--- src/rtl/bcd_digit_entry.sv ---
// Collects up to four ASCII decimal digits into packed BCD and launches the BCD-to-binary converter.
// Optional: define BACKSPACE_EN to let 0x08 remove the most recently entered digit.
module bcd_digit_entry #(
  parameter logic [7:0] TERM_CHAR = 8'h0D,
  parameter logic [7:0] CLR_CHAR  = 8'h1B
) (
  input  logic       clk,
  input  logic       reset,
  input  logic [7:0] rx_data,
  input  logic       rx_done_tick,
  input  logic       conv_ready,
  input  logic       conv_done_tick,
  output logic [3:0] bcd3,
  output logic [3:0] bcd2,
  output logic [3:0] bcd1,
  output logic [3:0] bcd0,
  output logic       start,
  output logic       busy,
  output logic [2:0] digit_count,
  output logic       err_tick
);

  typedef enum logic [1:0] {
    S_COLLECT = 2'd0,
    S_LAUNCH  = 2'd1,
    S_WAIT    = 2'd2
  } state_t;

  state_t      r_state;
  state_t      w_state_nxt;
  logic [15:0] r_digits;
  logic [15:0] w_digits_nxt;
  logic [2:0]  r_count;
  logic [2:0]  w_count_nxt;
  logic        r_err;
  logic        w_err_nxt;
  logic        w_is_digit;

  assign w_is_digit = (rx_data >= 8'h30) && (rx_data <= 8'h39);

  always_ff @(posedge clk or posedge reset) begin
    if (reset) begin
      r_state  <= S_COLLECT;
      r_digits <= '0;
      r_count  <= '0;
      r_err    <= 1'b0;
    end else begin
      r_state  <= w_state_nxt;
      r_digits <= w_digits_nxt;
      r_count  <= w_count_nxt;
      r_err    <= w_err_nxt;
    end
  end

  always_comb begin
    w_state_nxt  = r_state;
    w_digits_nxt = r_digits;
    w_count_nxt  = r_count;
    w_err_nxt    = 1'b0;
    case (r_state)
      S_COLLECT: begin
        if (rx_done_tick) begin
          if (w_is_digit) begin
            if (r_count < 3'd4) begin
              w_digits_nxt = {r_digits[11:0], rx_data[3:0]};
              w_count_nxt  = r_count + 3'd1;
            end else begin
              w_err_nxt = 1'b1;
            end
          end else if (rx_data == TERM_CHAR) begin
            if (r_count != 3'd0) w_state_nxt = S_LAUNCH;
          end else if (rx_data == CLR_CHAR) begin
            w_digits_nxt = '0;
            w_count_nxt  = '0;
`ifdef BACKSPACE_EN
          end else if (rx_data == 8'h08) begin
            if (r_count != 3'd0) begin
              w_digits_nxt = {4'h0, r_digits[15:4]};
              w_count_nxt  = r_count - 3'd1;
            end
`endif
          end else begin
            w_err_nxt = 1'b1;
          end
        end
      end
      S_LAUNCH: begin
        if (rx_done_tick) w_err_nxt = 1'b1;
        if (conv_ready) w_state_nxt = S_WAIT;
      end
      S_WAIT: begin
        // Digits stay frozen here; the converter samples them throughout its run.
        if (rx_done_tick) w_err_nxt = 1'b1;
        if (conv_done_tick) begin
          w_digits_nxt = '0;
          w_count_nxt  = '0;
          w_state_nxt  = S_COLLECT;
        end
      end
      default: w_state_nxt = S_COLLECT;
    endcase
  end

  // Combinational from state so the async reset removes a pending start immediately.
  assign start       = (r_state == S_LAUNCH) && conv_ready;
  assign busy        = (r_state == S_LAUNCH) || (r_state == S_WAIT);
  assign bcd3        = r_digits[15:12];
  assign bcd2        = r_digits[11:8];
  assign bcd1        = r_digits[7:4];
  assign bcd0        = r_digits[3:0];
  assign digit_count = r_count;
  assign err_tick    = r_err;

endmodule

--- config.mk ---
export PLATFORM = sky130hd
export DESIGN_NAME = bcd_digit_entry
export DESIGN_NICKNAME = d
export VERILOG_FILES = /design/src/rtl/bcd_digit_entry.sv
export SDC_FILE = /design/constraint.sdc
export NUM_CORES = 1
export LEC_CHECK = 0
export CAP_MARGIN = 20
export CORE_UTILIZATION = 47
export CTS_BUF_LIST = sky130_fd_sc_hd__clkbuf_16
export DETAILED_ROUTE_END_ITERATION = 16
export PLACE_DENSITY = 0.88
export REMOVE_ABC_BUFFERS = 1
export SLEW_MARGIN = 20
export SYNTH_ARGS = -nofsm -noshare
export SYNTH_HDL_FRONTEND = slang
export SYNTH_SLANG_ARGS = --single-unit
--- constraint.sdc ---
create_clock -name clk -period 2.7 [get_ports clk]
set_clock_uncertainty 0.1 [all_clocks]
set_input_delay 0.54 -clock clk [delete_from_list [all_inputs] [get_ports clk]]
set_output_delay 0.54 -clock clk [all_outputs]
set_load 0.005 [all_outputs]
==> results.md <==
* Status: finished clean
* CP Cell Sequence: inv_1 -> ha_1 -> nor2b_1 -> nor3_1 -> nand3_1 -> buf_4 -> mux2i_1
* Clock latency on the worst-skew pair at 0.25 ns
* Sw Pwr at roughly 0.37 mW
* Max-slew violations at 0
* PwrDens at approximately 700 nW/um^2
* Final TNS setup at 0 ns
* Die area at ~2900 sq um
* Sequential share of power at about a third
* CP max FO at 9
* Sequential share of the synthesized area at between 40% and 50%
* Final setup violation count at 0
* Number of CTS-inserted buffers at 3
* Hold slack at about 0.42 ns
* Vias in the first global route at between 1000 and 1500
* TritonRoute pass-1 iters at 5
* Share of the synthesized area in the top cell type at between 40% and 50%
* Core area at roughly 2500 sq um
* Max-cap violations at 0
* Drt wl/cell at 14.0 microns
* Layout cell share with drive strength beyond 1 at about 8.1%
* Clock Power Share at approximately a quarter
* Buf/Inv on CP at 2
* Rows at 18
* Drt initial violations at 15
* Ys Warns at 0
* Critical Path Source Type: register
* Port bufs at 34
* Main synth FF type: dfrtp_1
* Number of H-tree levels at 1
* Cell taking the most area after synthesis: dfrtp_1
* Remaining DRCs at 0
* Worst EP arrival at about 2.4 ns
* Die width at 53.5 microns
* Area Overhead vs Synth at 37.0%
* Min cycle time layout at approximately 2.3 ns
* Total global routing overflow at 0
* Largest cells by area after synthesis: dfrtp_1, mux2i_1, ha_1
* Vias per cell at between 5 and 6
* Num ports at 35
* Detail Route Antenna Nets at 0
* Synthesis-stage register bit count at 22
* Initial core utilization at about 50%
* Worst path top cell family by delay: simple AND/OR/NAND/NOR gates
* Layout net count at ~180
* Hold WC Path Type: reg2reg
* RSZ-0062 raised after global routing: false
* PostCTS Resize Cnt at 0
* Cells after synthesis at between 100 and 150
* Post-synthesis area per instance at 10.3 sq um
* Crit-path max cell delay at roughly 0.41 ns
* Fin. Hold Viols at 0
* Netlist Area Pre-Place at ~1200 sq um
* Clk pin slew, worst setup/hold paths at 0.06 ns
* CP Capture Type: register
* First-pass GRT wire length at between 4000 and 5000 microns
* Ys async rst share at between 90% and 100%
* Via count at 1003
* Dpl ws at 0.133 ns
* Combinational share of power at a little over two fifths
* DR top layer: met4
* CTS tree: built
* Layout Cells excl Fill at 190
* CTS Buffer Depth at 2
* Largest net degree at the start of global routing at 23
* Sw frac at around 31%
* Fillers at between 150 and 200
* Leak pwr at 0.813 nW
* Final worst slack at approximately 0.38 ns
* Placed Cells at 186
* Post-synth cell types at 28
* CP required at 2.76 ns
* DR WL met3 at between 100 and 150 microns
* Internal Power at around 0.8 mW
* Slew margin rel. at 45.5%
* Initial antenna violation count at 0
* Die Height at about 53 microns
* # clock sinks at 22
* Post-route clock period utilization at 85.8%
* VDD IR max at 0.540 mV
* Total track usage at 20.7%
* Top cells by count, synth: dfrtp_1, inv_1, nand2_1
* WL met2 at around 1400 microns
* Met1 Routed Length at 1120 microns
* Root Driver: clkbuf_16
* Critical Path Slowest Stage Cell: dfrtp_1
* Hold-fix buffers, CTS at 0
* Routability-driven placement congestion ratio at just over 0.8
* Kind of critical path: reg2reg
* EDFF count, synth at 0
* Fmax at ~0.43 GHz
* Setup Buffers After CTS at 0
* Slew at the pin closest to its max-slew limit at 0.817 ns
* Dpl hpwl at between 2000 and 2500 microns
* Final wirelength at 2650 microns
* ANT cells at 0
[power by group through the flow]
stage	sequential (mW)	combinational [mW]	clock (mW)
after CTS	0.393	0.500	0.307
after global routing	0.398	0.538	0.324
after global placement	0.396	0.474	0
final	0.392	0.498	0.302
after detailed placement	0.398	0.496	0
after floorplan	0.394	0.322	0
[path summary, 6_finish.rpt]
kind	endpoint	slack (ns)	from	cells after the start
worst max-delay path	r_digits[7]	0.38	r_state[0]	7
worst min-delay path	r_digits[12]	0.42	r_digits[12]	2
worst max register to register	r_digits[7]	0.38	r_state[0]	7
worst min register to register	r_digits[12]	0.42	r_digits[12]	2
max in group asynchronous	r_digits[3]	1.34	reset	2
min in group asynchronous	err_tick	0.65	reset	2
[per-layer routing]
metal / vias to the layer above / global-route usage, %
li1: 477 / -
met4: 0 / 7.02
met3: 6 / 3.45
met2: 42 / 38.5
met1: 478 / 23.4
met5: - / 0
[cells in the final DEF (no fill, tap or decap)]
master           Yosys  final
o21a_1               1      1
o211ai_1             1      1
ha_1                 8      8
and3b_1              1      1
or3b_4               1      1
and3b_2              1      1
inv_1               22     22
and2_1               1      1
buf_4                2      4
o31ai_1              1      1
clkinv_1             0      1
mux2_2               2      2
nor3b_1              2      2
dfrtp_1             22     22
o221ai_1             1      1
nand3_1              1      1
nor3_1               1      1
nor2_1               2      2
a2111o_1             1      1
nor2b_1              3      3
or4b_2               1      1
nand2_1             19     19
nand2b_1             2      2
mux2i_1             18     18
clkdlybuf4s50_1      0     34
nand3b_1             1      1
nor4b_4              1      1
a31oi_1              3      3
clkbuf_16            0      3
o2111ai_1            1      1
[kinds of logic after synthesis]
family	count (synthesis)	share of synthesized area (%)
flip-flops	22	44.2
AND/OR/NAND/NOR	37	17.1
buffers and inverters	25	8.74
AO/OA/AOI/OAI	9	5.63
adder cells (fa/ha/maj)	8	8.04
multiplexers	20	16.3
[worst reg2reg max path: stages (launching register included)]
cell and delay (ns):
dfrtp_1 0.41, inv_1 0.11, ha_1 0.30, nor2b_1 0.18, nor3_1 0.34, nand3_1 0.31
buf_4 0.29, mux2i_1 0.19
[layout make-up]
cell class	count	area (sq um)	share of cell area [%]
Multi-Input combinational cell	74	586	34.3
Sequential cell	22	551	32.3
Timing Repair Buffer	38	370	21.7
Inverter	22	82.6	4.84
Clock buffer	3	75.1	4.40
Tap cell	30	37.5	2.20
Clock inverter	1	3.75	0.220
[per-stage QoR]
stage          power (mW)  cell area (sq um)  util, %
5_1_grt              1.26               1710     68.2
4_1_cts              1.20               1710     68.2
6_report             1.19               1710     68.2
3_5_place_dp        0.895               1630     65.1
2_1_floorplan       0.716               1220        -
3_3_place_gp        0.871               1630     65.1
[sequential cells by signal, summed over array words and instances, names as in the netlist]
signal       flops
r_digits        16
digit_count      3
err_tick         1
r_state          2
Note: power is estimated with default switching activity, not from simulation.
